`config.mk`:
```
export PLATFORM = sky130hd
export DESIGN_NAME = datapath_core
export DESIGN_NICKNAME = d
export VERILOG_FILES = /design/src/rtl/dp_pkg.sv /design/src/rtl/dp_mem_ctrl.sv /design/src/rtl/datapath_core.sv
export SDC_FILE = /design/constraint.sdc
export NUM_CORES = 1
export LEC_CHECK = 0
export BUFFER_PORTS_ARGS = -buffer_cell sky130_fd_sc_hd__buf_2
export CAP_MARGIN = 20
export CORE_UTILIZATION = 45
export DETAILED_ROUTE_END_ITERATION = 7
export GPL_ROUTABILITY_DRIVEN = 0
export GPL_TIMING_DRIVEN = 0
export HOLD_SLACK_MARGIN = 0.06
export PLACE_DENSITY = 0.65
export SLEW_MARGIN = 20
export SYNTH_ARGS = -nofsm -noshare
export SYNTH_HDL_FRONTEND = slang
export SYNTH_SLANG_ARGS = --single-unit
```
`constraint.sdc`:
```
create_clock -name clk_i -period 6.44 [get_ports clk_i]
set_clock_uncertainty 0.2 [all_clocks]
set_input_delay 0.322 -clock clk_i [delete_from_list [all_inputs] [get_ports clk_i]]
set_output_delay 0.322 -clock clk_i [all_outputs]
set_load 0.01 [all_outputs]
```
`src/rtl/dp_pkg.sv`:
```
// Shared definitions for the bus datapath: ALU opcodes, fixed bus source and
// destination bit offsets, and the memory controller state encoding.
package dp_pkg;

   localparam logic [2:0] ALU_ADD  = 3'b000;
   localparam logic [2:0] ALU_SUB  = 3'b001;
   localparam logic [2:0] ALU_AND  = 3'b010;
   localparam logic [2:0] ALU_OR   = 3'b011;
   localparam logic [2:0] ALU_XOR  = 3'b100;
   localparam logic [2:0] ALU_NOT  = 3'b101;
   localparam logic [2:0] ALU_SHL  = 3'b110;
   localparam logic [2:0] ALU_PASS = 3'b111;

   // Registers follow REG0; ports follow the last register.
   localparam int SRC_ALU  = 0;
   localparam int SRC_PC   = 1;
   localparam int SRC_MDR  = 2;
   localparam int SRC_EXT  = 3;
   localparam int SRC_REG0 = 4;

   localparam int DST_A    = 0;
   localparam int DST_B    = 1;
   localparam int DST_MAR  = 2;
   localparam int DST_MDR  = 3;
   localparam int DST_REG0 = 4;

   typedef enum logic [1:0] {
      IDLE = 2'd0,
      REQ  = 2'd1,
      DONE = 2'd2
   } mem_state_e;

endpackage

```
`src/rtl/dp_mem_ctrl.sv`:
```
// Memory handshake controller: IDLE/REQ/DONE sequencing and MDR-read capture.
//
// state | meaning
// IDLE  | waiting for start, request direction captured on start
// REQ   | mem_en asserted, waiting for mfc from memory
// DONE  | one-cycle completion pulse, then back to IDLE
module dp_mem_ctrl
   import dp_pkg::*;
#(
   parameter int DATA_W = 16
) (
   input  logic              clk_i,
   input  logic              rst_ni,
   input  logic              start_i,
   input  logic              rd_i,
   input  logic              mfc_i,
   input  logic [DATA_W-1:0] rdata_i,
   output logic              en_o,
   output logic              we_o,
   output logic              busy_o,
   output logic              done_o,
   output logic [DATA_W-1:0] mdr_o
);

   mem_state_e        state_q, state_d;
   logic              rd_q;
   logic [DATA_W-1:0] mdr_q;

   always_ff @(posedge clk_i or negedge rst_ni) begin
      if (!rst_ni) state_q <= IDLE;
      else         state_q <= state_d;
   end

   always_ff @(posedge clk_i or negedge rst_ni) begin
      if (!rst_ni) begin
         rd_q  <= 1'b0;
         mdr_q <= '0;
      end else begin
         if (state_q == IDLE && start_i) rd_q <= rd_i;
         if (state_q == REQ && mfc_i && rd_q) mdr_q <= rdata_i;
      end
   end

   always_comb begin
      state_d = state_q;
      unique case (state_q)
         IDLE:    if (start_i) state_d = REQ;
         REQ:     if (mfc_i) state_d = DONE;
         DONE:    state_d = IDLE;
         default: state_d = IDLE;
      endcase
   end

   always_comb begin
      en_o   = 1'b0;
      we_o   = 1'b0;
      busy_o = 1'b0;
      done_o = 1'b0;
      unique case (state_q)
         REQ: begin
            en_o   = 1'b1;
            we_o   = !rd_q;
            busy_o = 1'b1;
         end
         DONE: begin
            busy_o = 1'b1;
            done_o = 1'b1;
         end
         default: ;
      endcase
   end

   assign mdr_o = mdr_q;

endmodule

```
`src/rtl/datapath_core.sv`:
```
// Single-bus datapath: ALU, PC, register file, MAR/MDR with memory handshake,
// I/O ports. Define BUS_CONTENTION_CHK_EN to zero the bus and flag bus_err_o
// whenever more than one source is enabled.
module datapath_core
   import dp_pkg::*;
#(
   parameter int DATA_W    = 16,
   parameter int ADDR_W    = 16,
   parameter int NUM_REGS  = 4,
   parameter int NUM_PORTS = 2
) (
   input  logic                          clk_i,
   input  logic                          rst_ni,
   input  logic [NUM_REGS+NUM_PORTS+3:0] src_en_i,
   input  logic [NUM_REGS+NUM_PORTS+3:0] dst_latch_i,
   input  logic [DATA_W-1:0]             ext_in_i,
   input  logic [2:0]                    alu_op_i,
   input  logic                          alu_out_latch_i,
   input  logic                          pc_inc_i,
   input  logic                          pc_load_i,
   input  logic                          mem_start_i,
   input  logic                          mem_rd_i,
   output logic                          mem_busy_o,
   output logic                          mem_done_o,
   output logic                          mem_en_o,
   output logic                          mem_we_o,
   output logic [ADDR_W-1:0]             mem_addr_o,
   output logic [DATA_W-1:0]             mem_wdata_o,
   input  logic [DATA_W-1:0]             mem_rdata_i,
   input  logic                          mem_mfc_i,
   input  logic [NUM_PORTS*DATA_W-1:0]   port_in_i,
   output logic [NUM_PORTS*DATA_W-1:0]   port_out_o,
   output logic [DATA_W-1:0]             bus_o,
   output logic                          bus_err_o
);

   localparam int NSEL      = NUM_REGS + NUM_PORTS + 4;
   localparam int SRC_PORT0 = SRC_REG0 + NUM_REGS;
   localparam int DST_PORT0 = DST_REG0 + NUM_REGS;

   logic [DATA_W-1:0] regs_q     [NUM_REGS];
   logic [DATA_W-1:0] port_out_q [NUM_PORTS];
   logic [DATA_W-1:0] port_in_q  [NUM_PORTS];
   logic [DATA_W-1:0] src_val    [NSEL];
   logic [DATA_W-1:0] a_q, b_q, alu_res_q, alu_y;
   logic [DATA_W-1:0] mdr_wr_q, mdr_rd;
   logic [DATA_W-1:0] bus_or, bus;
   logic [ADDR_W-1:0] pc_q, mar_q;

   always_comb begin
      for (int i = 0; i < NSEL; i++) src_val[i] = '0;
      src_val[SRC_ALU] = alu_res_q;
      src_val[SRC_PC]  = DATA_W'(pc_q);
      src_val[SRC_MDR] = mdr_rd;
      src_val[SRC_EXT] = ext_in_i;
      for (int i = 0; i < NUM_REGS; i++)  src_val[SRC_REG0 + i]  = regs_q[i];
      for (int i = 0; i < NUM_PORTS; i++) src_val[SRC_PORT0 + i] = port_in_q[i];
   end

   always_comb begin
      bus_or = '0;
      for (int i = 0; i < NSEL; i++)
         if (src_en_i[i]) bus_or = bus_or | src_val[i];
   end

`ifdef BUS_CONTENTION_CHK_EN
   logic multi_src, bus_err_q;

   // x & (x-1) clears the lowest set bit; anything left means two or more sources.
   assign multi_src = (src_en_i & (src_en_i - NSEL'(1))) != '0;
   assign bus       = multi_src ? '0 : bus_or;

   always_ff @(posedge clk_i or negedge rst_ni) begin
      if (!rst_ni) bus_err_q <= 1'b0;
      else         bus_err_q <= bus_err_q | multi_src;
   end

   assign bus_err_o = bus_err_q;
`else
   assign bus       = bus_or;
   assign bus_err_o = 1'b0;
`endif

   always_comb begin
      unique case (alu_op_i)
         ALU_ADD:  alu_y = a_q + b_q;
         ALU_SUB:  alu_y = a_q - b_q;
         ALU_AND:  alu_y = a_q & b_q;
         ALU_OR:   alu_y = a_q | b_q;
         ALU_XOR:  alu_y = a_q ^ b_q;
         ALU_NOT:  alu_y = ~a_q;
         ALU_SHL:  alu_y = a_q << 1;
         default:  alu_y = a_q;
      endcase
   end

   always_ff @(posedge clk_i or negedge rst_ni) begin
      if (!rst_ni) begin
         a_q       <= '0;
         b_q       <= '0;
         alu_res_q <= '0;
         pc_q      <= '0;
         mar_q     <= '0;
         mdr_wr_q  <= '0;
         for (int i = 0; i < NUM_REGS; i++) regs_q[i] <= '0;
         for (int i = 0; i < NUM_PORTS; i++) begin
            port_out_q[i] <= '0;
            port_in_q[i]  <= '0;
         end
      end else begin
         if (dst_latch_i[DST_A])   a_q      <= bus;
         if (dst_latch_i[DST_B])   b_q      <= bus;
         if (dst_latch_i[DST_MAR]) mar_q    <= bus[ADDR_W-1:0];
         if (dst_latch_i[DST_MDR]) mdr_wr_q <= bus;
         // A register driving the bus onto itself is left untouched.
         for (int i = 0; i < NUM_REGS; i++)
            if (dst_latch_i[DST_REG0 + i] && !src_en_i[SRC_REG0 + i]) regs_q[i] <= bus;
         for (int i = 0; i < NUM_PORTS; i++) begin
            if (dst_latch_i[DST_PORT0 + i]) port_out_q[i] <= bus;
            port_in_q[i] <= port_in_i[i*DATA_W +: DATA_W];
         end
         if (alu_out_latch_i) alu_res_q <= alu_y;
         if (pc_load_i)      pc_q <= bus[ADDR_W-1:0];
         else if (pc_inc_i)  pc_q <= pc_q + ADDR_W'(1);
      end
   end

   for (genvar g = 0; g < NUM_PORTS; g++) begin : g_port_out
      assign port_out_o[g*DATA_W +: DATA_W] = port_out_q[g];
   end

   dp_mem_ctrl #(.DATA_W(DATA_W)) u_mem_ctrl (
      .clk_i   (clk_i),
      .rst_ni  (rst_ni),
      .start_i (mem_start_i),
      .rd_i    (mem_rd_i),
      .mfc_i   (mem_mfc_i),
      .rdata_i (mem_rdata_i),
      .en_o    (mem_en_o),
      .we_o    (mem_we_o),
      .busy_o  (mem_busy_o),
      .done_o  (mem_done_o),
      .mdr_o   (mdr_rd)
   );

   assign mem_addr_o  = mar_q;
   assign mem_wdata_o = mdr_wr_q;
   assign bus_o       = bus;

endmodule
```
Word level (Yosys, flattened, before mapping)
Cells that the tools add are included.
- bits in registers: 243
- output and inout bits: 85
- equal/unequal tests: 10
- bitwise logic cells: 13
- add/sub/neg operators: 3
- multiplexer cells: 20
- reduce and logical (&&, ||, !) cells: 17
- operators with widths (cell ; number):
    16-bit two-way mux ; 12
    16-bit bitwise OR ; 10
    16-bit case mux with 7 select lines ; 1
    16-bit by 1-bit adder with 16-bit output (second input constant) ; 1
    16-bit adder ; 1
    16-bit AND ; 1
    16-bit inverter ; 1
    16-bit subtractor ; 1
    16-bit bitwise XOR ; 1
    3-bit == test (second input constant) ; 3
    1-bit logical AND ; 7
    3-bit by 2-bit == test with 1-bit output (second input constant) ; 2
    1-bit logical NOT ; 5
    1-bit two-way mux ; 4
    2-bit two-way mux ; 2
    2-bit != test (second input constant) ; 2
    2-bit case mux with 2 select lines ; 1
    3-bit by 1-bit == test with 1-bit output (second input constant) ; 1
    3-bit logical NOT ; 1
    2-bit by 1-bit == test with 1-bit output (second input constant) ; 1
    2-bit == test (second input constant) ; 1
    2-bit logical NOT ; 1
    2-bit AND reduction ; 1
    2-bit nonzero test ; 1
    2-bit OR reduction ; 1

Longest topological paths before layout
Gate-level depths: netlist of the first run.
- depth after elaboration: 20
- gate-level depth with buffers: 14
- depth with buffers taken out: 14

Hierarchy
From an unflattened synthesis of the first run, not the netlist that was laid out.
- cell total of the unflattened synthesis: 1230
- area, all modules: 12007.8 µm²
- modules (own cells, without submodules) (module ; cells each ; instances ; area an instance (µm²)):
    datapath_core ; 1178 ; 1 ; 11168.2
    dp_mem_ctrl ; 52 ; 1 ; 839.6

Least setup slack after synthesis of the first run
OpenSTA, ideal clock, no wires.
- kind: register to register
- from: reg b_q[6]
- to: reg alu_res_q[14]
- cell stages (with the launch flop): 12
- library setup time: 126 ps
- arrival: 2496 ps
- path slack: 3618 ps
- clock period less this slack: 2822 ps
- cells stage by stage: dfrtp_1 > nor4_4 > nand4_2 > o21ai_0 > xnor2_1 > ha_1 > a21oi_1 > o21ai_0 > a32o_1 > nor3_1 > xor2_1 > o21ai_1
- word-level cells in the longest chain between the ends: 2
- elaborated cells between the ends (all ways): 3
- classes of those cells: add/sub (2); mux (1)
- ends and longest elaborated chain (item ; line ; source):
    start, declared ; datapath_core.sv:45 ; logic [DATA_W-1:0] a_q, b_q, alu_res_q, alu_y;
    start signal, assigned ; datapath_core.sv:112 ; if (dst_latch_i[DST_B]) b_q <= bus;
    16-bit subtractor or 16-bit adder (tied branches) ; datapath_core.sv:87, datapath_core.sv:86 ;
    16-bit case mux with 7 select lines * ; datapath_core.sv:85 ; unique case (alu_op_i)
    end signal, assigned ; datapath_core.sv:122 ; if (alu_out_latch_i) alu_res_q <= alu_y;
    end, declared ; datapath_core.sv:45 ;
Every way passes the cells marked *; elsewhere a longest branch is shown, timed or not.
A chain may end at the register's enable or synchronous reset.

Worst setup path after layout of the first run
- from: reg b_q[0]
- to: reg alu_res_q[13]
The elaborated chain is that of the path after synthesis.

==> metrics.cfg, run 1 <==
[worst_setup_path]
crit_path_end_kind = register
critPathArrivalTime_ns = 3.60
worstPathMaxFanout = 9
start_kind = register
path_class = register to register
cp.required_ns = 6.62

[clock_tree]
insertion_delay_ns = 0.53
cts_sinks = 243
cts_tree = built
cts_buffers = 26
post_cts_buffers = 0
clkTransAtPathRegs_ns = 0.07
cts_max_path_buffers = 3
htreeDepth = 1
cts_root_buffer = clkbuf_16

[layout]
fillCellCount = 2355
fin_nets = 1630
top_register = regs_q
largest_register_ffs = 64
area_delta_synth_final_pct = 23.5
drive_gt1_share_pct = 18.3
diodes = 0

[synthesis]
ys.flop_type = dfrtp_1
synth.top_cell.area_share_pct = 50.9
synth_common_cells = dfrtp_1, a21oi_1, nor2_1
yosys_warnings = 0
syn_avg_cell_area_um2 = 9.78
syn_nets = 1371
synth_largest_area_cell = dfrtp_1
syn-cell-area_um2 = 11900
synth.most_common_cell = dfrtp_1
async_reset_ff_share_pct = 100
syn_inst = 1222
synth_cell_types = 57
yosysSeqAreaShare_pct = 50.9
synth-edff-count = 0
synthTopCellsByArea = dfrtp_1, a21oi_1, ha_1
yosys_register_bits = 243

[sta]
grt_setup_unrepaired = false
min_period_ns = 3.41
max-slew-margin-rel_pct = 55.1
report.final.slew_viol_count = 0
worst_slew_pin_slew_ns = 0.674
final.setup.tns_ns = 0
setup-violations-final = 0
hold_viol_final = 0
finalCritPeriodShare_pct = 53.0
fmax_mhz = 293

[flow_run]
drv_cap = 0

[drt]
viasPerCell = 5.68
antenna_left = 0
wirelength_um = 37900
wl_per_cell_um = 20.7
drtIter0Drc = 879
vias = 10400
drc = 0
first_pass_iters = 5

[power]
p_leak_nw = 6.50
power.density_nw_per_um2 = 295
total_power_w = 0.00436
vdd_ir_drop_max_mv = 0.269

[die]
initial_core_util_pct = 45.8
core_um2 = 26100
fp.dieW_um = 165
die-area_um2 = 27200
rows = 59
die_h_um = 165
ios = 180

[outcome]
status = complete, no violations

[placement]
dp_hpwl_um = 26200
port_buffers = 165

[global_route]
grt_pass1_wl_um = 57100
grt_util_all_layers_pct = 27.8
grt_max_degree = 97
grt_pass1_vias = 10000
antenna_found_initial = 1
grt_overflow = 0

[hold_path]
hold_class = input port to register

[cell families (layout without fill, tap and decap cells)]
group	Yosys count	count (layout)	share of synthesized area, %
compound gates	386	386	20.2
simple gates	304	304	11.2
other cells	1	1	0.0314
mux	35	35	3.26
xor+xnor	47	47	3.45
flops	243	243	50.9
buf+inv	152	430	5.24
fa+ha+maj	54	54	5.72
[metrics by stage]
stage	worst slack (ns)	std cells	area [um2]	utilization (%)	hold slack [ns]
2_1_floorplan	3.62	1222	11900	-	-0.174
3_3_place_gp	0.457	1722	13200	50.6	0.231
3_5_place_dp	3.03	1724	13300	50.9	0.0822
4_1_cts	3.11	1835	14800	56.6	0.0687
5_1_grt	2.86	1835	14800	56.6	0.0842
6_report	3.03	1835	14800	56.6	0.0795
[critical path: stages (launching register included)]
cell      delay (ns)
dfrtp_1         0.43
inv_1           0.09
ha_1            0.23
nand2_1         0.18
nor2_1          0.06
a31oi_1         0.43
xnor2_1         0.12
ha_1            0.29
clkbuf_1        0.33
o21a_1          0.18
o21a_1          0.10
o21ai_0         0.08
a22oi_1         0.27
xnor2_1         0.15
o221ai_1        0.11
[final cells by class]
| class | count | area (um2) | share of cell area (%) |
|---|---|---|---|
| plain buffers | 91 | 397 | 2.69 |
| clock buffers | 37 | 743 | 5.04 |
| clock inverters | 10 | 110 | 0.746 |
| inverters | 61 | 229 | 1.55 |
| multi-input cells | 827 | 5240 | 35.5 |
| flip-flops and latches | 243 | 6080 | 41.2 |
| well taps | 335 | 419 | 2.84 |
| repair buffers | 231 | 1530 | 10.4 |
[routing by layer]
metal	up-vias	GRT usage, %	wire [um]
met5	-	0	0
met4	0	10.9	1510
met3	88	4.67	2720
met2	418	45.5	17700
met1	5116	36.7	16000
li1	4803	-	-
[final timing paths]
kind,startpoint,endpoint,slack [ns],depth (start not counted)
max,b_q[0],alu_res_q[13],3.03,14
min,pc_load_i,pc_q[13],0.08,2
max reg2reg,b_q[0],alu_res_q[13],3.03,14
min reg2reg,regs_q[8],regs_q[8],0.28,2
max in group asynchronous,rst_ni,b_q[2],5.05,3
min in group asynchronous,rst_ni,port_in_q[26],0.11,2
[cell usage in the layout (no fill, tap or decap), types with 3 or more instances in the layout]
master	count
a211oi_1	5
a21o_1	3
a21oi_1	141
a221oi_1	38
a22o_1	35
a22oi_1	17
a31oi_1	5
and3_1	26
buf_2	197
clkbuf_1	61
clkbuf_16	27
clkbuf_8	4
clkinv_2	5
dfrtp_1	243
dlygate4sd3_1	64
ha_1	53
inv_1	60
mux2_2	21
mux2i_1	13
nand2_1	98
nand2b_1	8
nand3_1	12
nand4_1	6
nor2_1	133
nor2b_1	6
nor3_1	4
o211ai_1	10
o21a_1	4
o21ai_0	96
o21ai_1	5
o221ai_1	5
o22ai_1	6
xnor2_1	37
xor2_1	10
[report_power, final]
group,internal [W],switching (W),leakage [nW],total [W]
Clock,0.000885,0.000624,0.420,0.00151
Sequential,0.00174,0.000163,2.53,0.00190
Combinational,0.000421,0.000527,3.55,0.000947
Total,0.00304,0.00131,6.50,0.00436
[repair_timing]
action	CTS	global route
endpoints found under the hold margin	290	0
setup endpoints to repair	0	0
resized for setup	0	0
hold buffers	64	0
Note: power is estimated with default switching activity, not from simulation.
==> inputs of run 2 (changes only) <==
ABC_AREA = 1   (was not set)
clock period = 3.3 ns   (was 6.44 ns; I/O delays follow)
==> metrics.cfg, run 2 <==
[worst_setup_path]
worstPathMaxFanout = 8  ; -1
cp_slowest_stage_delay_ns = 0.62  ; +0.19 ns
path_class = register to output pin
critPathArrivalTime_ns = 2.84  ; -0.76 ns
path_cells = a22o_1, dlygate4sd3_1, a221oi_4, nand2_2, buf_2
start_kind = register
critical_path.top_delay_family = buffers and inverters
slowest_stage = dlygate4sd3_1
critPathBufInv = 2  ; unchanged
cp.required_ns = 2.93  ; -3.69 ns
crit_path_start = u_mem_ctrl.mdr_o[7]
crit_path_end_kind = output pin
worstReg2RegStart = b_q[0]

[clock_tree]
cts_root_buffer = clkbuf_16
clkTransAtPathRegs_ns = 0.06  ; about the same
cts_tree = built
htreeDepth = 1  ; unchanged
cts_max_path_buffers = 3  ; unchanged
cts_sinks = 243  ; unchanged
insertion_delay_ns = 0.54  ; about the same
cts_buffers = 26  ; unchanged

[layout]
area_delta_synth_final_pct = 26.1
instances_no_fill = 2108  ; +15%
final_common_cell = nand2_1
drive_gt1_share_pct = 20.9  ; +2.6 points
final_cell_mix = nand2_1, dfrtp_1, buf_2, nor2_1, a31oi_1
design_area_um2 = 16300  ; +11%
top_register = regs_q
fin_nets = 1861  ; +14%
largest_register_ffs = 64  ; unchanged
diodes = 0  ; unchanged

[die]
rows = 61  ; +3.4%
die-area_um2 = 29500  ; +8.3%
initial_core_util_pct = 46.2  ; +0.38 points
core_um2 = 28000  ; +7.5%
ios = 180  ; unchanged
fp.dieW_um = 172  ; +4.1%
die_h_um = 172  ; +4.1%

[synthesis]
synthTopCellsByArea = dfrtp_1, nand2_1, a31oi_1
synth.most_common_cell = nand2_1
async_reset_ff_share_pct = 100  ; unchanged
synth-simple-area-share_pct = 18.2  ; +7.0 points
synth_cell_types = 50  ; -12%
syn-cell-area_um2 = 12900  ; +8.4%
syn_avg_cell_area_um2 = 9.22  ; -5.7%
yosys_warnings = 0  ; unchanged
synth_largest_area_cell = dfrtp_1
synthAdderAreaFrac_pct = 5.28  ; -0.44 points
synth_top_family_by_area = compound AO/OA/AOI/OAI gates
yosysSeqAreaShare_pct = 47.0  ; -3.9 points
ys.flop_type = dfrtp_1
yosys_register_bits = 243  ; unchanged
syn_nets = 1553  ; +13%
synth_common_cells = nand2_1, dfrtp_1, nor2_1
synth_compound_area_share_pct = 20.5  ; +0.34 points
synthMuxAreaShare_pct = 1.39  ; -1.9 points
syn_inst = 1404  ; +15%
synth_xor_area_share_pct = 1.29  ; -2.2 points
synth.top_cell.area_share_pct = 47.0  ; -3.9 points
synth-edff-count = 0  ; unchanged

[power]
p_leak_nw = 7.19  ; +11%
power.density_nw_per_um2 = 504  ; +71%
swShare_pct = 31.1  ; +0.92 points
combPwrFrac_pct = 22.6  ; +0.9 points
p_sw_w = 0.00256  ; +95%
p_int_w = 0.00568  ; +86%
clock_power_share_pct = 35.8  ; +1.2 points
vdd_ir_drop_max_mv = 0.412  ; +54%
seq_power_share_pct = 41.7  ; -1.9 points

[drt]
drtIter0Drc = 972  ; +11%
wirelength_um = 42000  ; +11%
wl_per_cell_um = 19.9  ; -3.7%
viasPerCell = 5.53  ; -2.6%
antenna_left = 0  ; unchanged
first_pass_iters = 5  ; unchanged
vias = 11700  ; +12%
drc = 0  ; unchanged

[sta]
worst_slew_pin_slew_ns = 1.15  ; +0.479 ns
hold_viol_final = 0  ; unchanged
max-slew-margin-rel_pct = 23.1  ; -32 points
setup-violations-final = 0  ; unchanged
fmax_mhz = 312
whs_ns = 0.0688  ; -0.0107 ns
finalCritPeriodShare_pct = 97.1
min_period_ns = 3.20
grt_setup_unrepaired = false
report.final.slew_viol_count = 0  ; unchanged

[global_route]
grt_overflow = 0  ; unchanged
grt_util_all_layers_pct = 29.1  ; +1.3 points
grt_pass1_vias = 11700  ; +17%
antenna_found_initial = 0  ; -1
grt_pass1_wl_um = 65000  ; +14%
grt_max_degree = 78  ; -20%

[hold_path]
hold_class = input port to register
hp-start = port_in_i[9]

[placement]
dp_hpwl_um = 29300  ; +12%
dpl.cell_count = 1953  ; +13%
placed_area_um2 = 14400  ; +8.3%
port_buffers = 168  ; +1.8%

[outcome]
status = complete, no violations

[flow_run]
drv_cap = 0  ; unchanged

-- run 2: cell families after synthesis --
| family | Yosys count |
|---|---|
| adders and majority gates | 54 |
| DFF | 243 |
| other | 1 |
| and+or+nand+nor | 548 |
| xor gates and xnor gates | 19 |
| buffers and inverters | 174 |
| AOI/OAI and AO/OA | 349 |
| muxes | 16 |
-- run 2: through the flow --
step | setup slack, ns | total power, W | TNS [ns] | util, %
final | 0.0959 | 0.00823 | 0 | 58.3
after global routing | 0.00439 | 0.00860 | 0 | 58.3
after CTS | 0.111 | 0.00820 | 0 | 58.2
after detailed placement | 0.149 | 0.00515 | 0 | 51.2
after global placement | -2.57 | 0.00509 | -619.55 | 50.9
after floorplan | 0.661 | 0.00458 | 0 | -
-- run 2: layout make-up --
| type | instances | area [um2] |
|---|---|---|
| Fill cell | 2451 | 11700 |
| Sequential cell | 243 | 6080 |
| Multi-Input combinational cell | 987 | 6060 |
| Timing Repair Buffer | 280 | 2040 |
| Clock buffer | 35 | 724 |
| Tap cell | 378 | 473 |
| Inverter | 110 | 413 |
| Buffer | 64 | 407 |
| Clock inverter | 11 | 125 |
-- run 2: power groups by stage --
stage	Clock [W]	Sequential [W]	Combinational, W
final	0.00295	0.00343	0.00186
after global routing	0.00309	0.00346	0.00205
after floorplan	0	0.00343	0.00115
after global placement	0	0.00346	0.00163
after CTS	0.00297	0.00342	0.00181
after detailed placement	0	0.00347	0.00168
-- run 2: path summary, 6_finish.rpt --
path / to / slack [ns] / cells past startpoint
max in group asynchronous: regs_q[10] / 1.67 / 5
setup reg to reg: alu_res_q[13] / 0.29 / 19
hold / removal: port_in_q[25] / 0.07 / 2
min in group asynchronous: port_out_o[15] / 0.52 / 4
setup / recovery: bus_o[7] / 0.1 / 5
hold reg to reg: alu_res_q[14] / 0.29 / 2
-- run 2: routing by layer --
| layer | vias to the layer above | share of wire (%) | GRT usage (%) | wire length [um] |
|---|---|---|---|---|
| li1 | 5426 | - | - | - |
| met1 | 5733 | 41 | 36.1 | 17400 |
| met2 | 409 | 50 | 50.9 | 20800 |
| met3 | 94 | 4.8 | 3.57 | 2020 |
| met4 | 0 | 4.2 | 12.3 | 1740 |
| met5 | - | 0 | 0 | 0 |
-- run 2: repair_timing --
| item | CTS | global route |
|---|---|---|
| hold buffers | 108 | 0 |
| buffers inserted | 0 | 1 |
| setup endpoints to repair | 0 | 3 |
| gates resized for setup | 0 | 6 |
| endpoints found under the hold margin | 333 | 0 |
==> inputs of run 3 (changes only) <==
ABC_AREA = not set   (was 1)
==> metrics.cfg, run 3 (synthesis results as in run 1) <==
[hold_path]
hold_class = input port to register
holdPathStages = 4  ; +2
min_to = alu_res_q[6]
hp-start = alu_op_i[1]

[worst_setup_path]
cp.required_ns = 3.52  ; +0.59 ns
r2r_end = alu_res_q[14]
crit_path_end_kind = register
path_class = register to register
worstReg2RegStart = b_q[4]
r2r_cells = 11  ; -8
worstPathMaxFanout = 5  ; -3
r2r_setup_slack_ns = 0.08  ; -0.21 ns
critPathArrivalTime_ns = 3.44  ; +0.60 ns
start_kind = register

[global_route]
grt_pass1_wl_um = 57800  ; -11%
grt_pass1_vias = 10200  ; -13%
grt_overflow = 0  ; unchanged
grt_max_degree = 97  ; +24%
antenna_found_initial = 1  ; +1
grt_util_all_layers_pct = 28.0  ; -1.0 points

[die]
ios = 180  ; unchanged
initial_core_util_pct = 45.8  ; -0.38 points
rows = 59  ; -3.3%
die-area_um2 = 27200  ; -7.6%
die_h_um = 165  ; -3.9%
fp.dieW_um = 165  ; -3.9%
core_um2 = 26100  ; -7.0%

[power]
p_leak_nw = 6.66  ; -7.4%
power.density_nw_per_um2 = 570  ; +13%
total_power_w = 0.00861  ; +4.6%
vdd_ir_drop_max_mv = 0.525  ; +27%

[layout]
final_common_cell = dfrtp_1
area_delta_synth_final_pct = 26.5
fillCellCount = 2320  ; -5.3%
instances_no_fill = 1864  ; -12%
postLayoutCoreUtil_pct = 58.0  ; -0.30 points
regArea_um2 = 6080  ; about the same
fin_nets = 1659  ; -11%
diodes = 0  ; unchanged
multi_input_area_um2 = 5290  ; -13%
top_register = regs_q
largest_register_ffs = 64  ; unchanged
drive_gt1_share_pct = 18.7  ; -2.2 points
final_cell_mix = dfrtp_1, buf_2, a21oi_1, nor2_1, nand2_1

[clock_tree]
cts_sinks = 243  ; unchanged
htreeDepth = 1  ; unchanged
cts_tree = built
clkTransAtPathRegs_ns = 0.07  ; about the same
insertion_delay_ns = 0.53  ; about the same
cts_root_buffer = clkbuf_16
cts_max_path_buffers = 3  ; unchanged
cts_buffers = 26  ; unchanged

[sta]
min_period_ns = 3.22  ; +0.0181 ns
grt_setup_unrepaired = true
finalCritPeriodShare_pct = 97.6  ; +0.55 points
fmax_mhz = 310  ; -0.56%
setup-violations-final = 0  ; unchanged
report.final.slew_viol_count = 0  ; unchanged
final.setup.tns_ns = 0  ; unchanged
max-slew-margin-rel_pct = 54.5  ; +31 points
worst_slew_pin_slew_ns = 0.683  ; -0.470 ns
hold_viol_final = 0  ; unchanged

[drt]
viasPerCell = 5.67  ; +2.5%
first_pass_iters = 6  ; +1
antenna_left = 0  ; unchanged
vias = 10600  ; -9.4%
wirelength_um = 38200  ; -8.9%
wl_per_cell_um = 20.5  ; +3.1%
drc = 0  ; unchanged
drtIter0Drc = 908  ; -6.6%

[outcome]
status = complete, no violations

[flow_run]
drv_cap = 0  ; unchanged

[placement]
dpl.cell_count = 1724  ; -12%
port_buffers = 165  ; -1.8%
dp_hpwl_um = 26200  ; -11%

[run 3: changes by cell type in the layout (fill, tap and decap cells not counted), sizes merged, moves of 37 or more]
cell	before	now
nand2	298	99
a31oi	128	5
a21oi	40	141
inv	110	62
nor2	176	133
nand3	49	12
xnor2	0	37
[run 3: layout make-up]
cell class	instances	area share, %
buffer	90	2.60
clock buffer	37	4.92
clock inverter	10	0.729
inverter	61	1.52
multi-input combinational	827	35.0
sequential	243	40.3
tap	335	2.77
timing repair buffer	261	12.2
[run 3: stage by stage]
step | hold slack [ns] | cell area, um2 | setup WS, ns
3_3_place_gp | 0.0737 | 13200 | -2.53
6_report | 0.0383 | 15100 | 0.0779
4_1_cts | 0.0677 | 15100 | -0.000558
3_5_place_dp | -0.0748 | 13300 | -0.0168
2_1_floorplan | -0.331 | 11900 | 0.478
5_1_grt | 0.0668 | 15100 | -0.0541
[run 3: critical path: stages, from the launching register on]
cell and delay (ns):
dfrtp_1 0.47, nor4_4 0.29, buf_4 0.18, nand4_2 0.18
o41ai_1 0.43, xnor2_1 0.17, ha_1 0.30, and3_1 0.18
a32o_1 0.24, nor3_1 0.23, xor2_1 0.18, o21ai_1 0.07
[run 3: timing repair]
item / 4_1_cts / 5_1_grt
setup endpoints to repair: 1 / 10
gates resized for setup: 1 / 12
hold endpoints to repair: 436 / 0
buffers inserted: 0 / 2
pin swaps: 0 / 3
hold buffers: 92 / 0
[run 3: worst max path at each step]
stage                 from  depth (start not counted)       endpoint  slack (ns)
floorplan           b_q[6]                         11  alu_res_q[14]        0.48
global placement    rst_ni                          1  port_out_o[2]       -2.53
detailed placement  b_q[0]                         14  alu_res_q[13]       -0.02
CTS                 b_q[4]                         11  alu_res_q[14]     -0.0006
global route        b_q[4]                         12  alu_res_q[15]       -0.05
finish              b_q[4]                         11  alu_res_q[14]        0.08
[run 3: layer usage]
metal / track usage (%) / vias to the layer above / share of wire, %
li1: - / 4869 / -
met1: 36.9 / 5205 / 41
met2: 46.1 / 412 / 48
met3: 5.17 / 81 / 7.4
met4: 10.1 / 0 / 3.5
met5: 0 / - / 0
[run 3: power by group]
group          leakage [nW]  total (W)  switching, W  internal [W]
clock                 0.420    0.00294       0.00121       0.00173
combinational          3.70    0.00196       0.00105      0.000903
sequential             2.53    0.00371      0.000319       0.00339
